[src/rtl/mem_lsu_pkg.sv]
// Shared opcodes, FSM states and access decoding for the MEM-stage load/store unit.
package mem_lsu_pkg;

    localparam int REG_BUS      = 32;
    localparam int REG_ADDR_BUS = 5;
    localparam int ALUOP_BUS    = 8;
    localparam int INST_BUS     = 32;

    localparam logic [ALUOP_BUS-1:0] ALU_LB_OP  = 8'b1110_0000;
    localparam logic [ALUOP_BUS-1:0] ALU_LH_OP  = 8'b1110_0001;
    localparam logic [ALUOP_BUS-1:0] ALU_LW_OP  = 8'b1110_0011;
    localparam logic [ALUOP_BUS-1:0] ALU_LBU_OP = 8'b1110_0100;
    localparam logic [ALUOP_BUS-1:0] ALU_LHU_OP = 8'b1110_0101;
    localparam logic [ALUOP_BUS-1:0] ALU_SB_OP  = 8'b1110_1000;
    localparam logic [ALUOP_BUS-1:0] ALU_SH_OP  = 8'b1110_1001;
    localparam logic [ALUOP_BUS-1:0] ALU_SW_OP  = 8'b1110_1011;

    localparam logic [REG_ADDR_BUS-1:0] NOP_REG_ADDR = 5'd0;
    localparam logic [REG_BUS-1:0]      ZERO_WORD    = 32'd0;

    typedef enum logic [1:0] {
        LSU_IDLE = 2'b00,
        LSU_WAIT = 2'b01,
        LSU_DONE = 2'b10
    } lsu_state_e;

    typedef enum logic [1:0] {
        SZ_BYTE = 2'b00,
        SZ_HALF = 2'b01,
        SZ_WORD = 2'b10
    } acc_size_e;

    function automatic logic is_load_op(input logic [ALUOP_BUS-1:0] op);
        return (op == ALU_LB_OP) || (op == ALU_LBU_OP) || (op == ALU_LH_OP) ||
               (op == ALU_LHU_OP) || (op == ALU_LW_OP);
    endfunction

    function automatic logic is_mem_op(input logic [ALUOP_BUS-1:0] op);
        return is_load_op(op) || (op == ALU_SB_OP) || (op == ALU_SH_OP) || (op == ALU_SW_OP);
    endfunction

    // Non-memory opcodes decode as word size; callers qualify with is_mem_op.
    function automatic acc_size_e op_size(input logic [ALUOP_BUS-1:0] op);
        case (op)
            ALU_LB_OP, ALU_LBU_OP, ALU_SB_OP: return SZ_BYTE;
            ALU_LH_OP, ALU_LHU_OP, ALU_SH_OP: return SZ_HALF;
            default:                          return SZ_WORD;
        endcase
    endfunction

    function automatic logic is_aligned(input logic [ALUOP_BUS-1:0] op, input logic [1:0] lo);
        case (op_size(op))
            SZ_HALF: return !lo[0];
            SZ_WORD: return lo == 2'b00;
            default: return 1'b1;
        endcase
    endfunction

endpackage

[src/rtl/mem_lsu_align.sv]
// Big-endian lane steering: store byte enables/data and load extraction/extension.
module lsu_align
    import mem_lsu_pkg::*;
(
    input  logic [ALUOP_BUS-1:0] aluop_i,
    input  logic [1:0]           addr_lo_i,
    input  logic [REG_BUS-1:0]   reg2_i,
    input  logic [REG_BUS-1:0]   rword_i,
    output logic [3:0]           sel_o,
    output logic [REG_BUS-1:0]   wdata_o,
    output logic [REG_BUS-1:0]   ldata_o
);

    logic [7:0]  byte_lane;
    logic [15:0] half_lane;

    // Store side: lane 0 (addr 00) is the most significant byte of the bus word.
    always_comb begin
        sel_o   = 4'b1111;
        wdata_o = reg2_i;
        case (op_size(aluop_i))
            SZ_BYTE: begin
                sel_o   = 4'b1000 >> addr_lo_i;
                wdata_o = {4{reg2_i[7:0]}};
            end
            SZ_HALF: begin
                sel_o   = addr_lo_i[1] ? 4'b0011 : 4'b1100;
                wdata_o = {2{reg2_i[15:0]}};
            end
            default: begin
                sel_o   = 4'b1111;
                wdata_o = reg2_i;
            end
        endcase
    end

    // Load side: pick the addressed lane from the captured word, then extend.
    always_comb begin
        case (addr_lo_i)
            2'b00:   byte_lane = rword_i[31:24];
            2'b01:   byte_lane = rword_i[23:16];
            2'b10:   byte_lane = rword_i[15:8];
            default: byte_lane = rword_i[7:0];
        endcase
        half_lane = addr_lo_i[1] ? rword_i[15:0] : rword_i[31:16];
        case (aluop_i)
            ALU_LB_OP:  ldata_o = {{24{byte_lane[7]}}, byte_lane};
            ALU_LBU_OP: ldata_o = {24'd0, byte_lane};
            ALU_LH_OP:  ldata_o = {{16{half_lane[15]}}, half_lane};
            ALU_LHU_OP: ldata_o = {16'd0, half_lane};
            default:    ldata_o = rword_i;
        endcase
    end

endmodule

[src/rtl/mem_lsu.sv]
// MEM-stage load/store unit: pass-through for ALU results, req/ack bus for memory ops.
module mem_lsu
    import mem_lsu_pkg::*;
(
    input  logic                    clk,
    input  logic                    rst,
    input  logic [INST_BUS-1:0]     mem_inst,
    input  logic [REG_ADDR_BUS-1:0] mem_waddr,
    input  logic                    mem_reg_we,
    input  logic [REG_BUS-1:0]      mem_alu_res,
    input  logic                    mem_hi_we,
    input  logic                    mem_lo_we,
    input  logic [REG_BUS-1:0]      mem_hi,
    input  logic [REG_BUS-1:0]      mem_lo,
    input  logic [ALUOP_BUS-1:0]    mem_aluop,
    input  logic [REG_BUS-1:0]      mem_mem_addr,
    input  logic [REG_BUS-1:0]      mem_reg2_data,
    output logic                    dmem_req,
    output logic                    dmem_we,
    output logic [REG_BUS-1:0]      dmem_addr,
    output logic [3:0]              dmem_sel,
    output logic [REG_BUS-1:0]      dmem_wdata,
    input  logic [REG_BUS-1:0]      dmem_rdata,
    input  logic                    dmem_ack,
    output logic                    stallreq,
    output logic                    misalign,
    output logic [REG_ADDR_BUS-1:0] wb_waddr,
    output logic                    wb_reg_we,
    output logic [REG_BUS-1:0]      wb_wdata,
    output logic                    wb_hi_we,
    output logic                    wb_lo_we,
    output logic [REG_BUS-1:0]      wb_hi,
    output logic [REG_BUS-1:0]      wb_lo,
    output logic [INST_BUS-1:0]     wb_inst
);

    lsu_state_e         state_q, state_d;
    logic [REG_BUS-1:0] ld_buf_q, ld_buf_d;
    logic               is_mem, is_load, aligned, access, req;
    logic [3:0]         lane_sel;
    logic [REG_BUS-1:0] st_wdata, ld_data;

    assign is_mem  = is_mem_op(mem_aluop);
    assign is_load = is_load_op(mem_aluop);
    assign aligned = is_aligned(mem_aluop, mem_mem_addr[1:0]);
    assign access  = is_mem && aligned;

    lsu_align u_align (
        .aluop_i   (mem_aluop),
        .addr_lo_i (mem_mem_addr[1:0]),
        .reg2_i    (mem_reg2_data),
        .rword_i   (ld_buf_q),
        .sel_o     (lane_sel),
        .wdata_o   (st_wdata),
        .ldata_o   (ld_data)
    );

    // Next state: issue on an aligned access, hold until ack, then one DONE cycle.
    always_comb begin
        state_d  = state_q;
        ld_buf_d = ld_buf_q;
        req      = 1'b0;
        case (state_q)
            LSU_IDLE: begin
                if (access) begin
                    req = 1'b1;
                    if (dmem_ack) begin
                        state_d  = LSU_DONE;
                        ld_buf_d = dmem_rdata;
                    end else begin
                        state_d = LSU_WAIT;
                    end
                end
            end
            LSU_WAIT: begin
                req = 1'b1;
                if (dmem_ack) begin
                    state_d  = LSU_DONE;
                    ld_buf_d = dmem_rdata;
                end
            end
            LSU_DONE: state_d = LSU_IDLE;
            default:  state_d = LSU_IDLE;
        endcase
    end

    // State register and captured read word.
    always_ff @(posedge clk) begin
        if (rst) begin
            state_q  <= LSU_IDLE;
            ld_buf_q <= ZERO_WORD;
        end else begin
            state_q  <= state_d;
            ld_buf_q <= ld_buf_d;
        end
    end

    // Outputs: everything forced low during reset; bus fields only driven while requesting.
    always_comb begin
        dmem_req   = 1'b0;
        dmem_we    = 1'b0;
        dmem_addr  = ZERO_WORD;
        dmem_sel   = 4'b0000;
        dmem_wdata = ZERO_WORD;
        stallreq   = 1'b0;
        misalign   = 1'b0;
        wb_waddr   = NOP_REG_ADDR;
        wb_reg_we  = 1'b0;
        wb_wdata   = ZERO_WORD;
        wb_hi_we   = 1'b0;
        wb_lo_we   = 1'b0;
        wb_hi      = ZERO_WORD;
        wb_lo      = ZERO_WORD;
        wb_inst    = ZERO_WORD;
        if (!rst) begin
            dmem_req = req;
            stallreq = req;
            if (req) begin
                dmem_we    = !is_load;
                dmem_addr  = {mem_mem_addr[31:2], 2'b00};
                dmem_sel   = lane_sel;
                dmem_wdata = is_load ? ZERO_WORD : st_wdata;
            end
            misalign  = (state_q == LSU_IDLE) && is_mem && !aligned;
            wb_inst   = mem_inst;
            wb_waddr  = mem_waddr;
            wb_hi     = mem_hi;
            wb_lo     = mem_lo;
            wb_hi_we  = mem_hi_we;
            wb_lo_we  = mem_lo_we;
            wb_reg_we = mem_reg_we;
            wb_wdata  = mem_alu_res;
            if (is_mem) begin
                // Only a completed load writes a register; stores and misaligned ops never do.
                wb_reg_we = is_load && mem_reg_we && (state_q == LSU_DONE);
                if (is_load && (state_q == LSU_DONE)) begin
                    wb_wdata = ld_data;
                end
            end
            if (req || misalign) begin
                wb_hi_we = 1'b0;
                wb_lo_we = 1'b0;
            end
        end
    end

endmodule

[config.mk]
export PLATFORM = sky130hd
export DESIGN_NAME = mem_lsu
export DESIGN_NICKNAME = d
export VERILOG_FILES = /design/src/rtl/mem_lsu_pkg.sv /design/src/rtl/mem_lsu_align.sv /design/src/rtl/mem_lsu.sv
export SDC_FILE = /design/constraint.sdc
export NUM_CORES = 1
export LEC_CHECK = 0
export BUFFER_PORTS_ARGS = -buffer_cell sky130_fd_sc_hd__buf_2
export CAP_MARGIN = 20
export CORE_AREA = 4 4 173 175
export DETAILED_ROUTE_END_ITERATION = 16
export DIE_AREA = 0 0 177 179
export SETUP_SLACK_MARGIN = 0.4
export SLEW_MARGIN = 10
export SYNTH_ARGS = -nofsm -noshare
export SYNTH_HDL_FRONTEND = slang
export SYNTH_SLANG_ARGS = --single-unit
[constraint.sdc]
create_clock -name clk -period 2.9 [get_ports clk]
set_input_delay 0.58 -clock clk [delete_from_list [all_inputs] [get_ports clk]]
set_output_delay 0.58 -clock clk [all_outputs]
set_load 0.05 [all_outputs]
---- After elaboration in Yosys (flattened, before gate mapping) ----
Cells that the tools add are included.
storage, ports and cells
  register bits after elaboration ......... 34
  output and inout bits ................... 208
  logic and storage cells ................. 85
  bits of input ports ..................... 243
operators by class
  reduce and logical (&&, ||, !) cells .... 25
  equality and inequality tests ........... 16
  mux-type cells .......................... 41
  shifts and indexed selects .............. 1
operator list
  cell                                               count
  two-way mux 32 bit                                 13
  one-hot mux 32 bit (2 select lines)                2
  one-hot mux 32 bit (4 select lines)                1
  == test 8 bit (second input constant)              8
  one-hot mux 8 bit (3 select lines)                 1
  two-way mux 16 bit                                 1
  two-way mux 4 bit                                  3
  two-way mux 1 bit                                  11
  logical OR 1 bit                                   8
  one-hot mux 2 bit (2 select lines)                 2
  one-hot mux 4 bit (2 select lines)                 1
  == test 2 x 1 -> 1 bit (second input constant)     3
  == test 2 bit (second input constant)              3
  logical AND 1 bit                                  6
  zero test 2 bit                                    3
  two-way mux 2 bit                                  3
  OR reduction 3 bit                                 2
  two-way mux 5 bit                                  1
  != test 2 bit (second input constant)              2
  one-hot mux 1 bit (2 select lines)                 2
  AND reduction 2 bit                                2
  right shift 4 x 2 -> 4 bit (first input constant)  1
  zero test 1 bit                                    3
  nonzero test 2 bit                                 1

---- Longest topological paths before layout ----
Gate-level depths: netlist of run 1.
  depth in word-level cells ............... 14
  gate-level depth with buffers ........... 8
  depth with buffers taken out ............ 5

---- Modules after synthesis ----
A second synthesis of run 1 with hierarchy kept.
second synthesis, totals
  cell total of the unflattened synthesis .. 641
  area total of the unflattened synthesis .. 4,752.1 µm²
by module, submodules not included
  module     area an instance (µm²)  cells each  sequential area each (µm²)  instances
  mem_lsu    3,264.4                 467         680.7                       1
  lsu_align  1,487.7                 174         0.0                         1

---- Worst setup path after synthesis of run 1 ----
OpenSTA, ideal clock, no wires.
  kind .................................... input-to-output
  start ................................... in mem_aluop[4]
  end ..................................... out wb_wdata[13]
  buffers on the path ..................... 1
  slack ................................... -658 ps
  cell stages on the path ................. 6
  arrival ................................. 2,978 ps
  data required time ...................... 2,320 ps
  path through ............................ nand4b_4 > or4b_1 > a21oi_2 > buf_2 > nor2_1 > a211oi_1
between the ends
  longest elaborated chain between the ends .. 10
  elaborated cells on any way between the ends .. 20
  those cells by class .................... 8 x eq/ne; 4 x mux; 8 x reduce/logical
RTL lines
  what                           RTL line                                source
  start: declaration             mem_lsu.sv:15                           input logic [ALUOP_BUS-1:0] mem_aluop,
  == test 8 bit                  mem_lsu_pkg.sv:34, mem_lsu_align.sv:46
  logical OR 1 bit (3 in a row)  mem_lsu_pkg.sv:34                       return (op == ALU_LB_OP) || (op == ALU_LBU_OP) || (op == ALU_LH_OP) ||
  logical OR 1 bit               mem_lsu_pkg.sv:35                       (op == ALU_LHU_OP) || (op == ALU_LW_OP);
  logical OR 1 bit (3 in a row)  mem_lsu_pkg.sv:39                       return is_load_op(op) || (op == ALU_SB_OP) || (op == ALU_SH_OP) || (op == ALU_SW_OP);
  two-way mux 32 bit (*)         mem_lsu.sv:133                          if (is_mem) begin
  two-way mux 32 bit (*)         mem_lsu.sv:115                          if (!rst) begin
  end: declaration               mem_lsu.sv:29                           output logic [REG_BUS-1:0] wb_wdata,
Mark *: on every way between the ends. The rest lies on a longest branch, timed or not.

---- Worst setup path after layout of run 1 ----
  start ................................... in mem_aluop[4]
  end ..................................... out wb_wdata[25]
Same word-level chain as after synthesis.

==> qor.yml, run 1 <==
yosys:
  ys_seq_area_frac: 0.169
  yosys_warnings: 0
  synthCells: 558
  yosysUniqueCellTypes: 49
  syn_avg_cell_area_sq_um: 7.23
  synth_simple_gate_area_frac: 0.443
  synth_fa_ha_area_frac: 0
  synth_top_family_by_area: "simple AND/OR/NAND/NOR gates"
  synth_mux_area_frac: 0.122
  ys_ff_latch: 34
  synth_xor_area_frac: 0
  ys.flop_type: "dfxtp_1"
  synthesis.area_sq_mm: 0.00404
  synth-edff-count: 0
  synth-async-reset-ratio: 0
  synth_compound_area_frac: 0.191
global_route:
  grt_usage: 0.140
  use_met3: 0.0257
  grtUsageMet1: 0.171
  grt_pass1_wl_um: 34100
  grt_pass1_vias: 5568
  grt_max_degree: 107
  overflow: 0
  antenna_found_initial: 1
  grt_most_used_layer: "met2"
  use_met2: 0.258
cells_and_area:
  regArea_sq_um: 681
  fillers: 2894
  area_growth_syn_to_layout_pct: 141
  multi_input_comb_area_sq_mm: 0.00417
  layout_common_cells: "340 x buf_2, 102 x nor2b_1, 65 x nand2b_1"
  final_common_cell: "buf_2"
  drive_gt1_frac: 0.655
  fin_nets: 1284
  fin_area_sq_mm: 0.00974
  diodes: 0
placement:
  pre_cts_ws_ns: -0.198
  dpl-instance-area_sq_mm: 0.00832
  portBuffers: 448
  gp_congestion: 0.784
  place_hpwl_um: 19700
sta:
  fin_crit_sh: 0.998
  slew_viol_final: 0
  max_freq_mhz: 346
  finalClockSkew_ns: 0.00403
  worst_slack_ns: 0.00630
  hold_violations: 0
  rsz0062_at_grt: "yes"
  finalSetupViolCount: 0
  finalCriticalPeriod_ns: 2.89
setup_path:
  path_cells: "buf_6 -> nand4b_4 -> or4b_4 -> a21oi_4 -> buf_12 -> nor2_4 -> buf_12 -> o2bb2ai_4 -> buf_8"
  r2r-start: "state_q[0]$_SDFFE_PP0P_"
  crit_top_cell: "buf_12"
  cp_max_fo: 16
  worst_setup_path_start_kind: "input pin"
  crit_arrival_ns: 2.31
  rr_endpoint: "state_q[1]$_SDFFE_PP0P_"
  regToRegSetupSlack_ns: 1.03
  worstSetupPathType: "in -> out"
  crit_slowest_cell: "or4b_4"
  max_stage_delay_ns: 0.54
  critPathRequiredTime_ns: 2.32
  r2r_cells: 9
  cp-end-kind: "primary output"
floorplanning:
  die-area_sq_mm: 0.0317
  num_rows: 62
  die_y_um: 179
  top_level_ports: 451
  start_util: 0.142
  die_x_um: 177
  core_area_sq_mm: 0.0285
power_and_ir_drop:
  p_leak_uw: 0.00427
  power.density_mw_per_mm2: 215
  ir_worst_vdd_uv: 194
clock_tree:
  cts_num_sinks: 34
  cts.htree.levels: 2
  numCtsBuffers: 5
  hold_buffers: 0
  ctsLongestPathBuffers: 2
  clkTransAtPathRegs_ns: 0.06
  clock_latency_ns: 0.28
  clockRootBuffer: "clkbuf_16"
  cts_tree: "yes"
drt:
  drc: 0
  wire_per_inst_um: 17.7
  via_count: 5778
  wl_um: 25200
  drt_iter0_drc: 193
  dr.pass1.iters: 4
  ant_nets: 0
  routed_via_density: 4.05
worst_hold_path:
  hold_depth: 2
  hold_path_class: "reg -> reg"
  holdPathEnd: "ld_buf_q[6]$_SDFFE_PP0P_"
  hold_start: "ld_buf_q[6]$_SDFFE_PP0P_"
outcome:
  outcome: "completed"
flow_run:
  cap_violations: 0
## cell usage after synthesis (2+ instances only)
master / count / area share
a211oi_1: 13 / 0.024
a211oi_2: 4 / 0.012
a21boi_0: 2 / 0.0037
a21oi_1: 18 / 0.022
a21oi_2: 3 / 0.0065
a221oi_1: 7 / 0.015
a22oi_1: 7 / 0.013
a32o_1: 2 / 0.0050
and2_1: 32 / 0.050
and3_1: 9 / 0.014
buf_1: 2 / 0.0019
buf_2: 9 / 0.011
buf_4: 3 / 0.0056
buf_6: 6 / 0.017
clkbuf_1: 34 / 0.032
clkbuf_2: 2 / 0.0025
dfxtp_1: 34 / 0.17
inv_1: 6 / 0.0056
mux2i_1: 49 / 0.12
nand2_1: 34 / 0.032
nand2b_1: 65 / 0.10
nor2_1: 48 / 0.045
nor2b_1: 102 / 0.16
nor3_1: 8 / 0.0099
nor3b_1: 4 / 0.0074
o21ai_0: 10 / 0.012
o2bb2ai_1: 23 / 0.050
## critical path: cells and delay by family
kind / cells / cell delay (ns)
AO/OA/AOI/OAI: 2 / 0.30
buffers and inverters: 4 / 0.59
AND/OR/NAND/NOR: 3 / 0.81
## metal layers
| layer | wire length (um) | share of wire | vias up |
|---|---|---|---|
| li1 | - | - | 2834 |
| met1 | 9990 | 0.40 | 2681 |
| met2 | 13200 | 0.52 | 238 |
| met3 | 1630 | 0.065 | 23 |
| met4 | 366 | 0.015 | 2 |
| met5 | 13 | 0.00052 | - |
## repair_timing
| item | CTS | global route |
|---|---|---|
| buffers inserted | 9 | 4 |
| gates cloned | 2 | 5 |
| endpoints found under the setup margin | 104 | 128 |
| pin swaps | 14 | 20 |
| resized for setup | 245 | 41 |
## report_power, final
group	switching (uW)	internal (uW)	leakage, uW	total, uW
registers	1.12	468	0.000274	469
clock network	218	340	0.0000729	558
logic	668	395	0.00392	1060
## cells by family after synthesis
logic type / count (synthesis)
mux: 49
compound gates: 99
other cells: 1
buf+inv: 62
flops: 34
simple gates: 313
## flip-flops by register name, summed over array words and instances, names as in the netlist
name and count:
ld_buf_q 32, state_q 2
## worst max-delay path by stage
stage,endpoint,start,slack [ns],cells after the start
floorplan,dmem_wdata[24],mem_aluop[4],-0.18,6
global placement,wb_wdata[0],mem_aluop[4],-0.16,10
detailed placement,wb_wdata[1],mem_aluop[4],-0.20,10
global route,wb_wdata[9],mem_aluop[4],-0.08,10
finish,wb_wdata[25],mem_aluop[4],0.006,9
CTS,dmem_wdata[28],mem_aluop[4],-0.04,8
## final cells by class
type                            instances  area share
Tap cell                              384      0.0493
Clock inverter                          2     0.00128
Sequential cell                        34      0.0699
Inverter                                6     0.00270
Timing Repair Buffer                  531       0.434
Clock buffer                            6      0.0143
Multi-Input combinational cell        463       0.428
## per-stage QoR
step                hold WS (ns)  utilization  setup TNS [ns]  std cells  total power, uW
floorplan                  0.448            -           -1.51        559             1130
finish                     0.477        0.342               0       1426             2090
CTS                        0.467        0.331          -0.175       1417             2100
global placement           0.464        0.292           -2.72       1398             1480
detailed placement         0.469        0.292           -4.13       1398             1490
global route               0.489        0.342           -1.49       1426             2180
Note: power is estimated with default switching activity, not from simulation.
==> run 2: changes to the inputs <==
--- a/config.mk
+++ b/config.mk
@@ -10,6 +10,7 @@
 export CORE_AREA = 4 4 173 175
 export DETAILED_ROUTE_END_ITERATION = 16
 export DIE_AREA = 0 0 177 179
+export PLACE_DENSITY_LB_ADDON = 0.15
 export SETUP_SLACK_MARGIN = 0.4
 export SLEW_MARGIN = 10
 export SYNTH_ARGS = -nofsm -noshare
==> run 2 against run 1 <==
  * The flow now finishes with violations (negative setup slack)
  * Critical endpoint is now dmem_wdata[9]
  * Wire length down 5.7%
  * Sequential share of layout area up 0.097 points
  * Die area is the same
  * Maximum frequency fell by 2.2%
  * Total power shrank 2.1%
  * Sequential cell count unchanged
  * First-iteration DRC count shrank 23%
==> qor.yml, run 2 (synthesized netlist as in run 1, its figures left out) <==
floorplanning:
  die_x_um: 177  # unchanged
  die_y_um: 179  # unchanged
  num_rows: 62  # unchanged
  top_level_ports: 451  # unchanged
  start_util: 0.142  # unchanged
  die-area_sq_mm: 0.0317  # unchanged
  core_area_sq_mm: 0.0285  # unchanged
cells_and_area:
  layout_common_cells: "341 x buf_2, 102 x nor2b_1, 65 x nand2b_1"
  final_core_util: 0.337  # -0.00466
  final_common_cell: "buf_2"
  largestRegisters: "ld_buf_q: 32 flops, state_q: 2 flops"
  largest_register_ffs: 32  # unchanged
  fillers: 2998  # +3.6%
  fin_nets: 1284  # unchanged
  drive_gt1_frac: 0.648  # -0.00643
  area_growth_syn_to_layout_pct: 138
  regMostFlops: "ld_buf_q"
drt:
  ant_nets: 0  # unchanged
  drt_iter0_drc: 148  # -23%
  wire_per_inst_um: 16.7  # -5.7%
  wl_um: 23800  # -5.7%
  routed_via_density: 3.97  # -2.1%
  drc: 0  # unchanged
  dr.pass1.iters: 4  # unchanged
  via_count: 5655  # -2.1%
worst_hold_path:
  hold_path_class: "reg -> reg"
  hold_depth: 2  # unchanged
clock_tree:
  cts.htree.levels: 2  # unchanged
  ctsLongestPathBuffers: 2  # unchanged
  hold_buffers: 0  # unchanged
  cts_num_sinks: 34  # unchanged
  numCtsBuffers: 5  # unchanged
  cts_tree: "yes"
  clkTransAtPathRegs_ns: 0.05  # about the same
  clockRootBuffer: "clkbuf_16"
  clock_latency_ns: 0.28  # about the same
setup_path:
  path_cells: "buf_6 -> nand4b_4 -> a211o_4 -> a2111oi_4 -> nand2_4 -> bufbuf_16 -> a21oi_4 -> buf_8"
  r2r_cells: 7  # -2
  crit_slowest_cell: "a2111oi_4"
  max_stage_delay_ns: 0.44  # -0.10 ns
  crit_arrival_ns: 2.38  # +0.07 ns
  critPathRequiredTime_ns: 2.32  # about the same
  cp-end-kind: "primary output"
  worst_setup_path_start_kind: "input pin"
  crit_family: "compound AO/OA/AOI/OAI gates"
  critical_path_buf_inv_count: 3  # -1
  worst-path-stages: 8  # -1
  cp_max_fo: 5  # -11
  worstSetupPathType: "in -> out"
global_route:
  grt_pass1_vias: 5794  # +4.1%
  overflow: 0  # unchanged
  grt_usage: 0.137  # -0.00306
  antenna_found_initial: 4  # +3
  grt_pass1_wl_um: 33900  # -0.51%
  grt_max_degree: 67  # -37%
sta:
  maxSlewHeadroom: 0.606
  fin_crit_sh: 1.02  # +0.0223
  worst_slack_ns: -0.0584  # -0.0647 ns
  max_freq_mhz: 338  # -2.2%
  finalClockSkew_ns: 0.00468  # +0.000655 ns
  rsz0062_at_grt: "yes"
  worst_pin_slew_ns: 0.590
  hold_violations: 0  # unchanged
  finalCriticalPeriod_ns: 2.96  # +0.0647 ns
  finalSetupViolCount: 31  # +31
  slew_viol_final: 0  # unchanged
power_and_ir_drop:
  ir_worst_vdd_uv: 187  # -3.6%
  p_leak_uw: 0.00426  # -0.26%
  power.density_mw_per_mm2: 213  # -0.78%
placement:
  gp_congestion: 0.814  # +3.7%
  pre_cts_ws_ns: -0.166  # +0.0324 ns
  place_hpwl_um: 19500  # -0.83%
  portBuffers: 448  # unchanged
flow_run:
  cap_violations: 0  # unchanged
outcome:
  outcome: "complete, but fails checks"
  failed_checks: "negative setup slack"
run 2: metrics by stage:
| stage | TNS, ns | hold slack (ns) | cell area (sq um) | cells | power [uW] |
|---|---|---|---|---|---|
| CTS | -1.12 | 0.493 | 9340 | 1419 | 2070 |
| floorplan | -1.51 | 0.448 | 5040 | 559 | 1130 |
| global placement | -5.61 | 0.467 | 8140 | 1399 | 1470 |
| finish | -0.680 | 0.492 | 9610 | 1426 | 2050 |
| detailed placement | -8.14 | 0.462 | 8140 | 1399 | 1470 |
| global route | -4.71 | 0.508 | 9600 | 1424 | 2150 |
run 2: power by group:
part	switching, uW	internal [uW]
registers	1.13	468
clock network	197	332
logic	658	389
run 2: area by class of cell:
type / instances / area [sq um] / area share
clock buffer: 6 / 139 / 0.0145
sequential: 34 / 681 / 0.0709
inverter: 6 / 26.3 / 0.00274
tap: 384 / 480 / 0.0500
multi-input combinational: 463 / 4150 / 0.432
antenna: 2 / 5.00 / 0.000521
timing repair buffer: 531 / 4120 / 0.429
run 2: final timing paths:
kind	startpoint	endpoint	slack [ns]
worst max-delay path	mem_aluop[4]	dmem_wdata[9]	-0.06
worst min register to register	ld_buf_q[22]$_SDFFE_PP0P_	ld_buf_q[22]$_SDFFE_PP0P_	0.49
worst min-delay path	ld_buf_q[22]$_SDFFE_PP0P_	ld_buf_q[22]$_SDFFE_PP0P_	0.49
worst max register to register	state_q[0]$_SDFFE_PP0P_	ld_buf_q[14]$_SDFFE_PP0P_	1.21
run 2: metal layers:
layer	GRT usage	vias up	routed length [um]
li1	-	2838	-
met1	0.151	2538	8760
met5	0	-	25
met4	0.0161	4	133
met2	0.263	264	12700
met3	0.0453	11	2220
run 2: timing repair:
item,in CTS,in global routing
resized for setup,258,49
setup endpoints to repair,105,105
pin swaps,21,23
buffers inserted,10,3
cloned,4,2
run 2: tightest hold or removal path, delay by kind of cell (launching register included):
family / cells / cell delay (ns)
flops: 1 / 0.32
simple gates: 1 / 0.06
mux: 1 / 0.06
==> run 3: changes to the inputs <==
--- a/config.mk
+++ b/config.mk
@@ -11,6 +11,7 @@
 export DETAILED_ROUTE_END_ITERATION = 16
 export DIE_AREA = 0 0 177 179
 export PLACE_DENSITY_LB_ADDON = 0.15
+export REMOVE_ABC_BUFFERS = 1
 export SETUP_SLACK_MARGIN = 0.4
 export SLEW_MARGIN = 10
 export SYNTH_ARGS = -nofsm -noshare
==> run 3 against run 2 <==
  * The run still ends with negative setup slack left
  * Sequential share of layout area rose by 0.26 points
  * Sequential cell count unchanged
  * Worst hold slack worse by 0.011 ns
  * Setup slack improved by 0.0055 ns
  * Wire length is 14% higher
  * Maximum frequency grew 0.19%
  * Clock power up 22%
  * Global-route usage grew 1.1 points
  * Largest cell class is now buffers
==> qor.yml, run 3 (synthesized netlist as in run 1, its figures left out) <==
clock_tree:
  numCtsBuffers: 5  # unchanged
  ctsLongestPathBuffers: 2  # unchanged
  cts.htree.levels: 2  # unchanged
  clockRootBuffer: "clkbuf_16"
  cts_num_sinks: 34  # unchanged
  hold_buffers: 0  # unchanged
  cts_tree: "yes"
  clock_latency_ns: 0.28  # about the same
  clkTransAtPathRegs_ns: 0.05  # about the same
placement:
  portBuffers: 448  # unchanged
  gp_congestion: 0.845  # +3.9%
  place_hpwl_um: 21300  # +9.2%
global_route:
  grt_usage: 0.148  # +0.0110
  overflow: 0  # unchanged
  grt_max_degree: 134  # +100%
  antenna_found_initial: 11  # +7
  use_met2: 0.286  # +0.0233
  grt_most_used_layer: "met2"
  grt_pass1_wl_um: 36000  # +6.2%
  grtUsageMet1: 0.153  # +0.00171
  grt_pass1_vias: 5925  # +2.3%
  use_met3: 0.0553  # +0.00991
worst_hold_path:
  hold_depth: 2  # unchanged
  holdPathEnd: "state_q[0]$_SDFFE_PP0P_"
  hold_start: "dmem_ack"
  hold_path_class: "in -> reg"
cells_and_area:
  regMostFlops: "ld_buf_q"
  largest_register_ffs: 32  # unchanged
  area_growth_syn_to_layout_pct: 130
  final_core_util: 0.325  # -0.0121
  largestRegisters: "ld_buf_q: 32 flops, state_q: 2 flops"
  final_common_cell: "buf_2"
  fin_nets: 1280  # -0.31%
  layout_common_cells: "341 x buf_2, 102 x nor2b_1, 65 x nand2b_1"
  drive_gt1_frac: 0.630  # -0.0184
  fillers: 3071  # +2.4%
sta:
  maxSlewHeadroom: 0.613  # +0.00618
  finalCriticalPeriod_ns: 2.95  # -0.00547 ns
  finalClockSkew_ns: 0.00778  # +0.00310 ns
  rsz0062_at_grt: "yes"
  max_freq_mhz: 339  # +0.19%
  fin_crit_sh: 1.02  # -0.00188
  hold_violations: 0  # unchanged
  finalSetupViolCount: 14  # -55%
  worst_slack_ns: -0.0529  # +0.00547 ns
  slew_viol_final: 0  # unchanged
  worst_pin_slew_ns: 0.581  # -0.00926 ns
drt:
  wl_um: 27200  # +14%
  drc: 0  # unchanged
  drt_iter0_drc: 132  # -11%
  wire_per_inst_um: 19.1  # +15%
  ant_nets: 0  # unchanged
  routed_via_density: 4.14  # +4.3%
  via_count: 5884  # +4.0%
  dr.pass1.iters: 4  # unchanged
power_and_ir_drop:
  ir_worst_vdd_uv: 196  # +5.1%
  power.density_mw_per_mm2: 234  # +9.7%
  p_leak_uw: 0.00419  # -1.7%
  power.total_uw: 2160  # +5.8%
setup_path:
  crit_arrival_ns: 2.37  # about the same
  r2r-start: "state_q[0]$_SDFFE_PP0P_"
  path_cells: "buf_6 -> nand4b_4 -> or4b_4 -> a21oi_4 -> buf_6 -> buf_12 -> nor2_4 -> nor3_2 -> clkbuf_16"
  crit_top_cell: "buf_6"
  r2r_cells: 8  # +1
  regToRegSetupSlack_ns: 1.06  # -0.15 ns
  cp_max_fo: 8  # +3
  crit_slowest_cell: "or4b_4"
  worstSetupPathType: "in -> out"
  worst_setup_path_start_kind: "input pin"
  cp-end-kind: "primary output"
  rr_endpoint: "ld_buf_q[3]$_SDFFE_PP0P_"
  critPathRequiredTime_ns: 2.32  # about the same
  max_stage_delay_ns: 0.54  # +0.10 ns
floorplanning:
  core_area_sq_mm: 0.0285  # unchanged
  start_util: 0.142  # unchanged
  num_rows: 62  # unchanged
  die_x_um: 177  # unchanged
  top_level_ports: 451  # unchanged
  die-area_sq_mm: 0.0317  # unchanged
  die_y_um: 179  # unchanged
outcome:
  outcome: "complete, but fails checks"
  failed_checks: "negative setup slack"
flow_run:
  cap_violations: 0  # unchanged
-- run 3: changes by cell type in the layout (fill, tap and decap cells not counted), sizes merged --
cell,change
buf,-10
clkinvlp,-1
inv,+1
bufinv,+1
bufbuf,-1
nand2,+2
clkbuf,+5
diode,-1
-- run 3: layout make-up --
class / count / area [sq um] / share of cell area
Multi-Input combinational cell: 465 / 3860 / 0.417
Tap cell: 384 / 480 / 0.0519
Antenna cell: 1 / 2.50 / 0.000270
Inverter: 6 / 22.5 / 0.00243
Timing Repair Buffer: 525 / 4050 / 0.437
Clock inverter: 1 / 30.0 / 0.00324
Sequential cell: 34 / 681 / 0.0735
Clock buffer: 6 / 139 / 0.0150
-- run 3: worst max-delay path: cells and delay by family --
family,cells,cell delay [ns]
AND/OR/NAND/NOR,4,0.99
buffers and inverters,4,0.57
AO/OA/AOI/OAI,1,0.22
-- run 3: worst max path at each step --
| stage | depth (start not counted) | start | endpoint | slack [ns] |
|---|---|---|---|---|
| after floorplan | 5 | mem_aluop[4] | wb_wdata[10] | -1.91 |
| after global placement | 8 | mem_aluop[4] | wb_wdata[11] | -0.31 |
| after detailed placement | 8 | mem_aluop[4] | wb_wdata[11] | -0.32 |
| after CTS | 8 | mem_aluop[4] | wb_wdata[10] | -0.07 |
| after global routing | 11 | mem_aluop[4] | dmem_sel[0] | -0.11 |
| final | 9 | mem_aluop[4] | wb_wdata[6] | -0.05 |
-- run 3: through the flow --
stage	hold slack [ns]	std cells	setup TNS [ns]	area (sq um)	setup slack (ns)
after floorplan	0.448	503	-96.31	3760	-1.91
after CTS	0.464	1405	-0.299	8370	-0.0689
after global routing	0.481	1422	-5.61	9260	-0.114
after detailed placement	0.467	1388	-7.85	7230	-0.318
final	0.481	1422	-0.282	9260	-0.0529
after global placement	0.464	1388	-7.50	7230	-0.310
-- run 3: power by group --
part | internal (uW) | leakage (uW) | switching [uW] | total [uW]
logic | 383 | 0.00383 | 668 | 1050
registers | 468 | 0.000274 | 1.01 | 469
clock network | 425 | 0.0000829 | 219 | 644
total | 1280 | 0.00419 | 888 | 2160
-- run 3: routing by layer --
| metal | vias to the layer above | part of all wire | wire (um) |
|---|---|---|---|
| li1 | 2845 | - | - |
| met1 | 2749 | 0.35 | 9480 |
| met2 | 233 | 0.55 | 14900 |
| met3 | 37 | 0.082 | 2230 |
| met4 | 20 | 0.016 | 443 |
| met5 | - | 0.0045 | 123 |
-- run 3: timing repair --
action | in CTS | in global routing
setup buffers | 8 | 8
setup endpoints to repair | 105 | 137
gates cloned | 2 | 8
resized for setup | 236 | 145
pin swaps | 17 | 46
